--- src/rtl/wb_rr_arbiter_pkg.sv ---
// Shared definitions for the round-robin Wishbone arbiter: FSM encoding,
// index-width helper and timeout counter width.
package wb_arb_defs;

  typedef enum logic {
    S_IDLE  = 1'b0,
    S_GRANT = 1'b1
  } arb_state_e;

  localparam int TO_CNT_W = 8;

  // Width of a master index; never less than one bit.
  function automatic int idx_width(input int n);
    return (n <= 2) ? 1 : $clog2(n);
  endfunction

endpackage

--- src/rtl/wb_rr_arbiter_if.sv ---
// Bus bundle between the masters, the arbiter and the shared slave.
// The slave modport is the arbiter's view; master is the opposite side.
interface wb_rr_arbiter_if #(
  parameter int MASTER_COUNT = 4,
  parameter int DATA_WIDTH   = 16,
  parameter int ADDR_WIDTH   = 16
);
  logic [MASTER_COUNT-1:0]            m_cyc_i;
  logic [MASTER_COUNT-1:0]            m_stb_i;
  logic [MASTER_COUNT-1:0]            m_we_i;
  logic [MASTER_COUNT*DATA_WIDTH-1:0] m_dat_i;
  logic [MASTER_COUNT*ADDR_WIDTH-1:0] m_adr_i;
  logic [MASTER_COUNT-1:0]            m_ack_o;
  logic [DATA_WIDTH-1:0]              m_dat_o;
  logic                               s_cyc_o;
  logic                               s_stb_o;
  logic                               s_we_o;
  logic [DATA_WIDTH-1:0]              s_dat_o;
  logic [ADDR_WIDTH-1:0]              s_adr_o;
  logic                               s_ack_i;
  logic [DATA_WIDTH-1:0]              s_dat_i;
  logic [MASTER_COUNT-1:0]            grant_o;
  logic                               timeout_o;

  modport slave (
    input  m_cyc_i, m_stb_i, m_we_i, m_dat_i, m_adr_i, s_ack_i, s_dat_i,
    output m_ack_o, m_dat_o, s_cyc_o, s_stb_o, s_we_o, s_dat_o, s_adr_o,
           grant_o, timeout_o
  );

  modport master (
    output m_cyc_i, m_stb_i, m_we_i, m_dat_i, m_adr_i, s_ack_i, s_dat_i,
    input  m_ack_o, m_dat_o, s_cyc_o, s_stb_o, s_we_o, s_dat_o, s_adr_o,
           grant_o, timeout_o
  );

endinterface

--- src/rtl/wb_rr_arbiter_pick.sv ---
// Combinational round-robin picker: first requester searching upward,
// modulo N, starting at ptr+1.
module wb_rr_pick
  import wb_arb_defs::*;
#(
  parameter int N = 4
) (
  input  logic [N-1:0]              req,
  input  logic [idx_width(N)-1:0]   ptr,
  output logic [N-1:0]              gnt,
  output logic                      valid
);

  always_comb begin
    gnt   = '0;
    valid = 1'b0;
    for (int off = 1; off <= N; off++) begin
      for (int k = 0; k < N; k++) begin
        if (!valid && req[k] && (k == (int'(ptr) + off) % N)) begin
          gnt[k] = 1'b1;
          valid  = 1'b1;
        end
      end
    end
  end

endmodule

--- src/rtl/wb_rr_arbiter.sv ---
// Round-robin Wishbone arbiter sharing one slave between MASTER_COUNT masters.
// Optional stalled-ack timeout with master masking: define WB_ARB_TIMEOUT_EN.
module wb_rr_arbiter
  import wb_arb_defs::*;
#(
  parameter int MASTER_COUNT   = 4,
  parameter int DATA_WIDTH     = 16,
  parameter int ADDR_WIDTH     = 16,
  parameter int TIMEOUT_CYCLES = 64
) (
  input  logic                 clk,
  input  logic                 rst,
  wb_rr_arbiter_if.slave       bus
);

  localparam int IW = idx_width(MASTER_COUNT);

  if (MASTER_COUNT < 2 || MASTER_COUNT > 8 ||
      TIMEOUT_CYCLES < 2 || TIMEOUT_CYCLES > 255) begin : g_bad_param
    $error("wb_rr_arbiter: parameter out of legal range");
  end

  arb_state_e              state_q, state_d;
  logic [MASTER_COUNT-1:0] grant_q, grant_d;
  logic [IW-1:0]           ptr_q, ptr_d;

  logic [MASTER_COUNT-1:0] req;
  logic [MASTER_COUNT-1:0] pick_gnt;
  logic                    pick_valid;
  logic                    in_grant;
  logic [IW-1:0]           g_idx;
  logic                    g_cyc, g_stb, g_we;
  logic [DATA_WIDTH-1:0]   g_dat;
  logic [ADDR_WIDTH-1:0]   g_adr;
  logic                    s_stb;

`ifdef WB_ARB_TIMEOUT_EN
  logic [TO_CNT_W-1:0]     cnt_q, cnt_d;
  logic [MASTER_COUNT-1:0] mask_q, mask_d;
  logic                    stall;
  logic                    expire;

  assign req    = bus.m_cyc_i & ~mask_q;
  assign stall  = s_stb && !bus.s_ack_i;
  assign expire = stall && (cnt_q == TO_CNT_W'(TIMEOUT_CYCLES - 1));
  assign bus.timeout_o = expire;
`else
  assign req           = bus.m_cyc_i;
  assign bus.timeout_o = 1'b0;
`endif

  wb_rr_pick #(.N(MASTER_COUNT)) u_pick (
    .req   (req),
    .ptr   (ptr_q),
    .gnt   (pick_gnt),
    .valid (pick_valid)
  );

  // Decode the registered one-hot grant into an index and the granted master's bus.
  always_comb begin
    g_idx = '0;
    g_cyc = 1'b0;
    g_stb = 1'b0;
    g_we  = 1'b0;
    g_dat = '0;
    g_adr = '0;
    for (int k = 0; k < MASTER_COUNT; k++) begin
      if (grant_q[k]) begin
        g_idx = IW'(k);
        g_cyc = bus.m_cyc_i[k];
        g_stb = bus.m_stb_i[k];
        g_we  = bus.m_we_i[k];
        g_dat = bus.m_dat_i[k*DATA_WIDTH +: DATA_WIDTH];
        g_adr = bus.m_adr_i[k*ADDR_WIDTH +: ADDR_WIDTH];
      end
    end
  end

  assign in_grant    = (state_q == S_GRANT);
  assign s_stb       = in_grant && g_cyc && g_stb;
  assign bus.s_cyc_o = in_grant && g_cyc;
  assign bus.s_stb_o = s_stb;
  assign bus.s_we_o  = in_grant && g_cyc && g_we;
  assign bus.s_dat_o = in_grant ? g_dat : '0;
  assign bus.s_adr_o = in_grant ? g_adr : '0;
  assign bus.m_ack_o = (in_grant && bus.s_ack_i) ? grant_q : '0;
  assign bus.m_dat_o = bus.s_dat_i;
  assign bus.grant_o = grant_q;

  always_comb begin
    state_d = state_q;
    grant_d = grant_q;
    ptr_d   = ptr_q;
`ifdef WB_ARB_TIMEOUT_EN
    cnt_d   = cnt_q;
    mask_d  = mask_q & bus.m_cyc_i;
`endif
    case (state_q)
      S_IDLE: begin
`ifdef WB_ARB_TIMEOUT_EN
        cnt_d = '0;
`endif
        if (pick_valid) begin
          grant_d = pick_gnt;
          state_d = S_GRANT;
        end
      end
      S_GRANT: begin
        if (!g_cyc) begin
          state_d = S_IDLE;
          ptr_d   = g_idx;
          grant_d = '0;
`ifdef WB_ARB_TIMEOUT_EN
          cnt_d   = '0;
`endif
        end
`ifdef WB_ARB_TIMEOUT_EN
        // Forced release: the master stays masked until it drops cyc.
        else if (expire) begin
          state_d = S_IDLE;
          ptr_d   = g_idx;
          grant_d = '0;
          cnt_d   = '0;
          mask_d  = mask_d | grant_q;
        end else if (stall) begin
          cnt_d = cnt_q + 1'b1;
        end else if (bus.s_ack_i) begin
          cnt_d = '0;
        end
`endif
      end
      default: state_d = S_IDLE;
    endcase
  end

  always_ff @(posedge clk) begin
    if (rst) begin
      state_q <= S_IDLE;
      grant_q <= '0;
      ptr_q   <= IW'(MASTER_COUNT - 1);
`ifdef WB_ARB_TIMEOUT_EN
      cnt_q   <= '0;
      mask_q  <= '0;
`endif
    end else begin
      state_q <= state_d;
      grant_q <= grant_d;
      ptr_q   <= ptr_d;
`ifdef WB_ARB_TIMEOUT_EN
      cnt_q   <= cnt_d;
      mask_q  <= mask_d;
`endif
    end
  end

  a_grant_onehot: assert property (@(posedge clk) disable iff (rst) $onehot0(grant_q));

endmodule

--- src/flat_wrapper.sv ---
// flat-port wrapper written by rule: the top's interface ports become plain ports
module wb_rr_arbiter_flat import wb_arb_defs::*;
#(
  parameter int MASTER_COUNT   = 4,
  parameter int DATA_WIDTH     = 16,
  parameter int ADDR_WIDTH     = 16,
  parameter int TIMEOUT_CYCLES = 64
)
  (clk, rst, bus_m_cyc_i, bus_m_stb_i, bus_m_we_i, bus_m_dat_i, bus_m_adr_i, bus_s_ack_i, bus_s_dat_i, bus_m_ack_o, bus_m_dat_o, bus_s_cyc_o, bus_s_stb_o, bus_s_we_o, bus_s_dat_o, bus_s_adr_o, bus_grant_o, bus_timeout_o);
  wb_rr_arbiter_if #(.MASTER_COUNT(MASTER_COUNT), .DATA_WIDTH(DATA_WIDTH), .ADDR_WIDTH(ADDR_WIDTH)) bus_i ();
  input  logic clk;
  input  logic rst;
  input wire logic [$bits(bus_i.m_cyc_i)-1:0] bus_m_cyc_i;
  input wire logic [$bits(bus_i.m_stb_i)-1:0] bus_m_stb_i;
  input wire logic [$bits(bus_i.m_we_i)-1:0] bus_m_we_i;
  input wire logic [$bits(bus_i.m_dat_i)-1:0] bus_m_dat_i;
  input wire logic [$bits(bus_i.m_adr_i)-1:0] bus_m_adr_i;
  input wire logic [$bits(bus_i.s_ack_i)-1:0] bus_s_ack_i;
  input wire logic [$bits(bus_i.s_dat_i)-1:0] bus_s_dat_i;
  output wire logic [$bits(bus_i.m_ack_o)-1:0] bus_m_ack_o;
  output wire logic [$bits(bus_i.m_dat_o)-1:0] bus_m_dat_o;
  output wire logic [$bits(bus_i.s_cyc_o)-1:0] bus_s_cyc_o;
  output wire logic [$bits(bus_i.s_stb_o)-1:0] bus_s_stb_o;
  output wire logic [$bits(bus_i.s_we_o)-1:0] bus_s_we_o;
  output wire logic [$bits(bus_i.s_dat_o)-1:0] bus_s_dat_o;
  output wire logic [$bits(bus_i.s_adr_o)-1:0] bus_s_adr_o;
  output wire logic [$bits(bus_i.grant_o)-1:0] bus_grant_o;
  output wire logic [$bits(bus_i.timeout_o)-1:0] bus_timeout_o;
  assign bus_i.m_cyc_i = bus_m_cyc_i;
  assign bus_i.m_stb_i = bus_m_stb_i;
  assign bus_i.m_we_i = bus_m_we_i;
  assign bus_i.m_dat_i = bus_m_dat_i;
  assign bus_i.m_adr_i = bus_m_adr_i;
  assign bus_i.s_ack_i = bus_s_ack_i;
  assign bus_i.s_dat_i = bus_s_dat_i;
  assign bus_m_ack_o = bus_i.m_ack_o;
  assign bus_m_dat_o = bus_i.m_dat_o;
  assign bus_s_cyc_o = bus_i.s_cyc_o;
  assign bus_s_stb_o = bus_i.s_stb_o;
  assign bus_s_we_o = bus_i.s_we_o;
  assign bus_s_dat_o = bus_i.s_dat_o;
  assign bus_s_adr_o = bus_i.s_adr_o;
  assign bus_grant_o = bus_i.grant_o;
  assign bus_timeout_o = bus_i.timeout_o;
  wb_rr_arbiter #(.MASTER_COUNT(MASTER_COUNT), .DATA_WIDTH(DATA_WIDTH), .ADDR_WIDTH(ADDR_WIDTH), .TIMEOUT_CYCLES(TIMEOUT_CYCLES)) u_core (.clk(clk), .rst(rst), .bus(bus_i));
endmodule
--- config.mk ---
export PLATFORM = sky130hd
export DESIGN_NAME = wb_rr_arbiter_flat
export DESIGN_NICKNAME = d
export VERILOG_FILES = /design/src/rtl/wb_rr_arbiter_pkg.sv /design/src/rtl/wb_rr_arbiter_if.sv /design/src/rtl/wb_rr_arbiter_pick.sv /design/src/rtl/wb_rr_arbiter.sv /design/src/flat_wrapper.sv
export SDC_FILE = /design/constraint.sdc
export NUM_CORES = 1
export LEC_CHECK = 0
export ABC_AREA = 1
export BUFFER_PORTS_ARGS = -buffer_cell sky130_fd_sc_hd__buf_2
export CAP_MARGIN = 20
export CELL_PAD_IN_SITES_DETAIL_PLACEMENT = 1
export CELL_PAD_IN_SITES_GLOBAL_PLACEMENT = 2
export CORE_UTILIZATION = 13
export DETAILED_ROUTE_END_ITERATION = 10
export GPL_ROUTABILITY_DRIVEN = 0
export GPL_TIMING_DRIVEN = 1
export PLACE_DENSITY = 0.81
export SKIP_CTS_REPAIR_TIMING = 1
export SYNTH_ARGS = -nofsm -noshare
export SYNTH_HDL_FRONTEND = slang
export SYNTH_SLANG_ARGS = --single-unit
--- constraint.sdc ---
create_clock -name clk -period 4.3 [get_ports clk]
set_input_delay 0.43 -clock clk [delete_from_list [all_inputs] [get_ports clk]]
set_output_delay 0.43 -clock clk [all_outputs]
set_load 0.005 [all_outputs]
Word-level counts from Yosys, hierarchy flattened:

Index checks and enable logic that the tools add are counted.

* output and inout port bits: 60
* input port bits: 159
* flip-flop bits (word level): 7

* muxes and demuxes: 63
* equal/unequal tests: 14
* reduce and logical (&&, ||, !) cells: 60
* $add $sub $neg: 4
* bitwise operators: 6

Operator list (count)
* 16-bit 2-to-1 mux: 10
* 32-bit logical NOT: 4
* 1-bit 2-to-1 mux: 46
* 1-bit logical AND: 35
* 3-bit == test (first input constant): 8
* 1-bit logical NOT: 15
* 2-bit by 3-bit == test with 1-bit output (first input constant): 4
* 4-bit 2-to-1 mux: 3
* 4-bit one-hot mux with 2 select lines: 1
* 2-bit OR reduction: 4
* 2-bit by 1-bit adder with 2-bit output (second input constant): 2
* 2-bit adder (second input constant): 2
* 1-bit bitwise AND (first input constant): 4
* 2-bit 2-to-1 mux: 2
* 2-bit AND reduction: 2
* 2-bit by 1-bit inequality test with 1-bit output (second input constant): 1
* 2-bit inequality test (second input constant): 1
* 1-bit NOT: 2
* 1-bit one-hot mux with 2 select lines: 1

Depth between registers and ports, before layout:

* depth in word-level cells: 68
* depth in mapped cells: 12
* gate-level depth less buffers: 12

Cells and area by module:

Synthesis repeated with hierarchy kept, for this count alone.

* cells, all modules: 260
* area total of the unflattened synthesis: 1657.8 µm²

Modules (own cells, without submodules)
* wb_rr_arbiter: area each 1368.8 µm², sequential area each 140.1 µm², cells each 207, times used 1
* wb_rr_pick: area each 289.0 µm², sequential area each 0.0 µm², cells each 53, times used 1

Worst setup path after synthesis:

No wires, ideal clock.

* kind: input to register
* from: input port bus_m_cyc_i[1]
* to: register u_core.grant_q[2] (netlist: u_core.bus.grant_o[2])
* arrival time: 1.803 ns
* cell stages on the path: 12
* library setup time: 0.070 ns
* slack: 2.427 ns
* data required time: 4.230 ns
* cells stage by stage: clkbuf_1 -> nand2_1 -> nand3_2 -> nor3_2 -> nand4_2 -> nor2_4 -> nand4_4 -> nor2_4 -> nand4_4 -> nand2_4 -> nand3_1 -> a21oi_1

* cells in the longest elaborated chain, start to end: 61
* elaborated cells on any way between the ends: 71
* those cells by class: 2 x eq/ne; 24 x mux; 45 x reduce/logical

Ends and longest elaborated chain
* from (decl): line flat_wrapper.sv:13 `input wire logic [$bits(bus_i.m_cyc_i)-1:0] bus_m_cyc_i;`
* 1-bit logical AND (2 in series): line wb_rr_arbiter_pick.sv:19 `if (!valid && req[k] && (k == (int'(ptr) + off) % N)) begin`
* 1-bit 2-to-1 mux: line wb_rr_arbiter_pick.sv:19
* 1-bit logical NOT: line wb_rr_arbiter_pick.sv:19
* 1-bit logical AND (2 in series): line wb_rr_arbiter_pick.sv:19
* 1-bit 2-to-1 mux: line wb_rr_arbiter_pick.sv:19
* 1-bit logical NOT: line wb_rr_arbiter_pick.sv:19
* 1-bit logical AND (2 in series): line wb_rr_arbiter_pick.sv:19
* 1-bit 2-to-1 mux: line wb_rr_arbiter_pick.sv:19
* [40 not listed]
* 1-bit logical NOT: line wb_rr_arbiter_pick.sv:19
* 1-bit logical AND (2 in series): line wb_rr_arbiter_pick.sv:19
* 1-bit 2-to-1 mux: line wb_rr_arbiter_pick.sv:19
* 1-bit logical NOT: line wb_rr_arbiter_pick.sv:19
* 1-bit logical AND (2 in series): line wb_rr_arbiter_pick.sv:19
* 1-bit 2-to-1 mux: line wb_rr_arbiter_pick.sv:19
* 2-bit by 1-bit inequality test with 1-bit output (no source line)
* 2-bit AND reduction (no source line)
* to (signal assigned): line wb_rr_arbiter.sv:147 `grant_q <= grant_d;`
* to (decl): line wb_rr_arbiter.sv:24 `logic [MASTER_COUNT-1:0] grant_q, grant_d;`

Several ways; a longest one is shown, not always the timed one. The select of a mux whose other input is x is not followed.
A chain may end at the register's enable or synchronous reset.

Worst setup path after layout:

* from: register u_core.grant_q[3] (netlist: u_core.bus.grant_o[3])
* to: output port bus_s_stb_o

* cells in the longest elaborated chain, start to end: 3
* elaborated cells on any way between the ends: 4
* those cells by class: 2 x mux; 2 x reduce/logical

Ends and longest elaborated chain
* 1-bit 2-to-1 mux: line wb_rr_arbiter.sv:68 `if (grant_q[k]) begin`
* 1-bit logical AND: line wb_rr_arbiter.sv:80 `assign s_stb = in_grant && g_cyc && g_stb;`
* 1-bit logical AND *: line wb_rr_arbiter.sv:80
* to (decl): line flat_wrapper.sv:23 `output wire logic [$bits(bus_i.s_stb_o)-1:0] bus_s_stb_o;`

Every way passes the cells marked *; elsewhere a longest branch is shown, timed or not.

==> flow_summary_export.csv <==
group,metric,value,unit
global_route,grt_max_degree,39,
sta,finClkSkew,0.00421,ns
detailed_routing,via_per_inst,4.81,
setup_path,cp_slowest_cell,"nand2_1",
clocking,cts-root-buf,"clkbuf_16",
floorplanning,start_util,13.6,%
setup_path,critical-path-max-stage-delay,0.60,ns
hold_path,hold_path_class,"input pin to flip-flop",
status,violations,"design-rule violations",
place,port_buffers,185,
clocking,path_clk_slew,0.04,ns
yosys,yosys_most_used_dff,"dfxtp_1",
setup_path,critPathKind,"flip-flop to primary output",
clocking,clock_path_buffers,2,
sta,tightest_slew,0.963,ns
layout,drive_gt1_share,53.0,%
yosys,ys_ff_latch,7,
setup_path,critical_path.max_fanout,38,
yosys,yosys.area.top_type,"o221ai_1",
sta,finalSetupViolCount,0,
detailed_routing,detail-route-antenna-nets,0,
layout,nets,554,
floorplanning,fp.dieH,112,um
yosys,synth_edf_count,0,
yosys,async_reset_ff_share,0,%
setup_path,cpMostUsedCell,"nand2_1",
yosys,syn_avg_cell_area,6.51,um2
setup_path,path_cells,"inv_2 -> nand2_1 -> o22ai_1 -> a31oi_1 -> nand2_1 -> nand2_1 -> nor3_1 -> buf_2",
sta,hold_viol,0,
yosys,synth_cell_types,34,
sta,layout_setup_ws,1.20,ns
pwr,p_total,0.636,mW
global_route,track_usage,14.1,%
setup_path,crit_family,"simple AND/OR/NAND/NOR gates",
clocking,clk_latency,0.24,ns
floorplanning,io_pins,219,
layout,area_delta_synth_final,63.9,%
yosys,synth.cells.most_frequent,"37 x a21oi_1, 32 x a22oi_1, 32 x o221ai_1",
detailed_routing,vias,2590,
sta,rsz0062_at_grt,"no",
place,post-dp-hpwl,7.12,mm
place,preCtsSetupSlack,1.42,ns
pwr,ir_worst_vdd,0.103,mV
yosys,synth_top_area_share,17.8,%
yosys,ys_warn_count,0,
global_route,antenna_found_initial,1,
detailed_routing,drcViolationCount,26,
clocking,htree_levels,1,
yosys,ys_seq_area_share,8.90,%
yosys,synth_area_leaders,"o221ai_1 18%, a22oi_1 15%, a21oi_1 12%, dfxtp_1 8.9%, buf_4 8.1%",
layout,fillers,1506,
detailed_routing,initialDrtViolationCount,133,
sta,timing.hold.ws,0.453,ns
clocking,cts_num_sinks,7,
detailed_routing,dr.pass1.iters,7,
yosys,post-synth-top-count-cell,"a21oi_1",
sta,final_min_period_over_clock_period,72.0,%
pwr,leakage,1.25,nW
floorplanning,die_width,112,um
detailed_routing,wl_per_cell,17.0,um
sta,max_freq,323,MHz
setup_path,cp.required,3.87,ns
floorplanning,rows,39,
floorplanning,die_area,12600,um2
status,outcome,"finished, violations left",
yosys,syn_area,1580,um2
global_route,grt_pass1_wl,14.1,mm
floorplanning,core,11600,um2
sta,tns,0,ns
sta,slew_violations,0,
clocking,cts_buffers,3,
global_route,grt_pass1_vias,2776,
yosys,syn_nets,401,
sta,relSlewSlack,35.6,%
setup_path,end_kind,"primary output",
sta,period_minus_slack,3.10,ns
setup_path,critPathBufInv,2,
setup_path,critPathArrivalTime,2.67,ns
global_route,grt-ovfl-total,0,
setup_path,start_kind,"flip-flop",
pwr,power_density,246,nW/um2
yosys,synth_cells,242,
detailed_routing,wl,9.17,mm
clocking,cts_tree,"done",
flow_run,drv_cap,0,
-- worst reg2reg max path, stage by stage (launching register included) --
cell     delay, ns
dfxtp_1       0.37
inv_2         0.56
nand2_1       0.61
o22ai_1       0.27
a31oi_1       0.07
nand2_1       0.12
nor2_1        0.10
inv_1         0.14
nand3_1       0.09
a21oi_1       0.16
-- power by group --
part           internal [mW]  switching, mW  leakage (nW)
registers             0.0740         0.0306        0.0582
logic                  0.157          0.211          1.15
clock network          0.124         0.0391        0.0382
total                  0.355          0.281          1.25
-- state kept, by name (all words and copies together) (netlist names) --
| register | flops |
|---|---|
| u_core.in_grant | 1 |
| u_core.bus.grant_o | 4 |
| u_core.ptr_q | 2 |
-- cell usage in the layout (no fill, tap or decap), types with 2 or more instances in the layout --
cell type	n
o22ai_1	3
clkbuf_16	3
inv_1	13
nand3_1	12
a221oi_1	2
o21ai_0	3
a22oi_1	32
nand4_1	2
buf_4	2
a21oi_1	37
inv_2	4
o221ai_1	32
buf_2	185
dfxtp_1	6
nand4_4	2
nor2_4	4
nor3_1	4
nand3_2	2
o211ai_1	2
nor2_1	11
nand2_1	18
-- layer usage --
metal  up-vias  share of wire, %  GRT usage, %
met1      1223                42          16.6
li1       1233                 -             -
met5         -                 0             0
met3        10               7.0          2.48
met4         0              0.95          2.67
met2       124                51          26.6
-- worst paths after layout --
| path | start | end | slack [ns] | cells after the start |
|---|---|---|---|---|
| worst max-delay path | u_core.bus.grant_o[3] | bus_s_stb_o | 1.20 | 8 |
| worst min-delay path | rst | u_core.bus.grant_o[1] | 0.45 | 2 |
| worst max register to register | u_core.bus.grant_o[3] | u_core.bus.grant_o[1] | 1.75 | 9 |
| worst min register to register | u_core.bus.grant_o[0] | u_core.bus.grant_o[0] | 0.52 | 2 |
-- layout make-up --
cell class	instances	area, um2	share of cell area [%]
Multi-Input combinational cell	177	1170	45.2
Timing Repair Buffer	187	941	36.5
Tap cell	143	179	6.93
Sequential cell	7	141	5.48
Clock buffer	4	78.8	3.05
Inverter	19	72.6	2.81
Antenna cell	1	2.50	0.0969
-- cell families (layout without fill, tap and decap cells) --
group | count (synthesis) | count (layout) | synth area share [%]
AOI/OAI and AO/OA | 113 | 113 | 49.9
and+or+nand+nor | 63 | 63 | 23.0
buffers and inverters | 58 | 210 | 18.0
DFF | 7 | 7 | 8.90
other | 1 | 2 | 0.238
-- per-stage QoR --
step | utilization (%) | std cells | instance area, um2
6_report | 22.2 | 538 | 2580
5_1_grt | 22.2 | 537 | 2580
4_1_cts | 22.2 | 537 | 2580
3_5_place_dp | 21.5 | 533 | 2500
3_3_place_gp | 21.5 | 533 | 2500
2_1_floorplan | - | 242 | 1580
(Power assumes the default switching activity.)
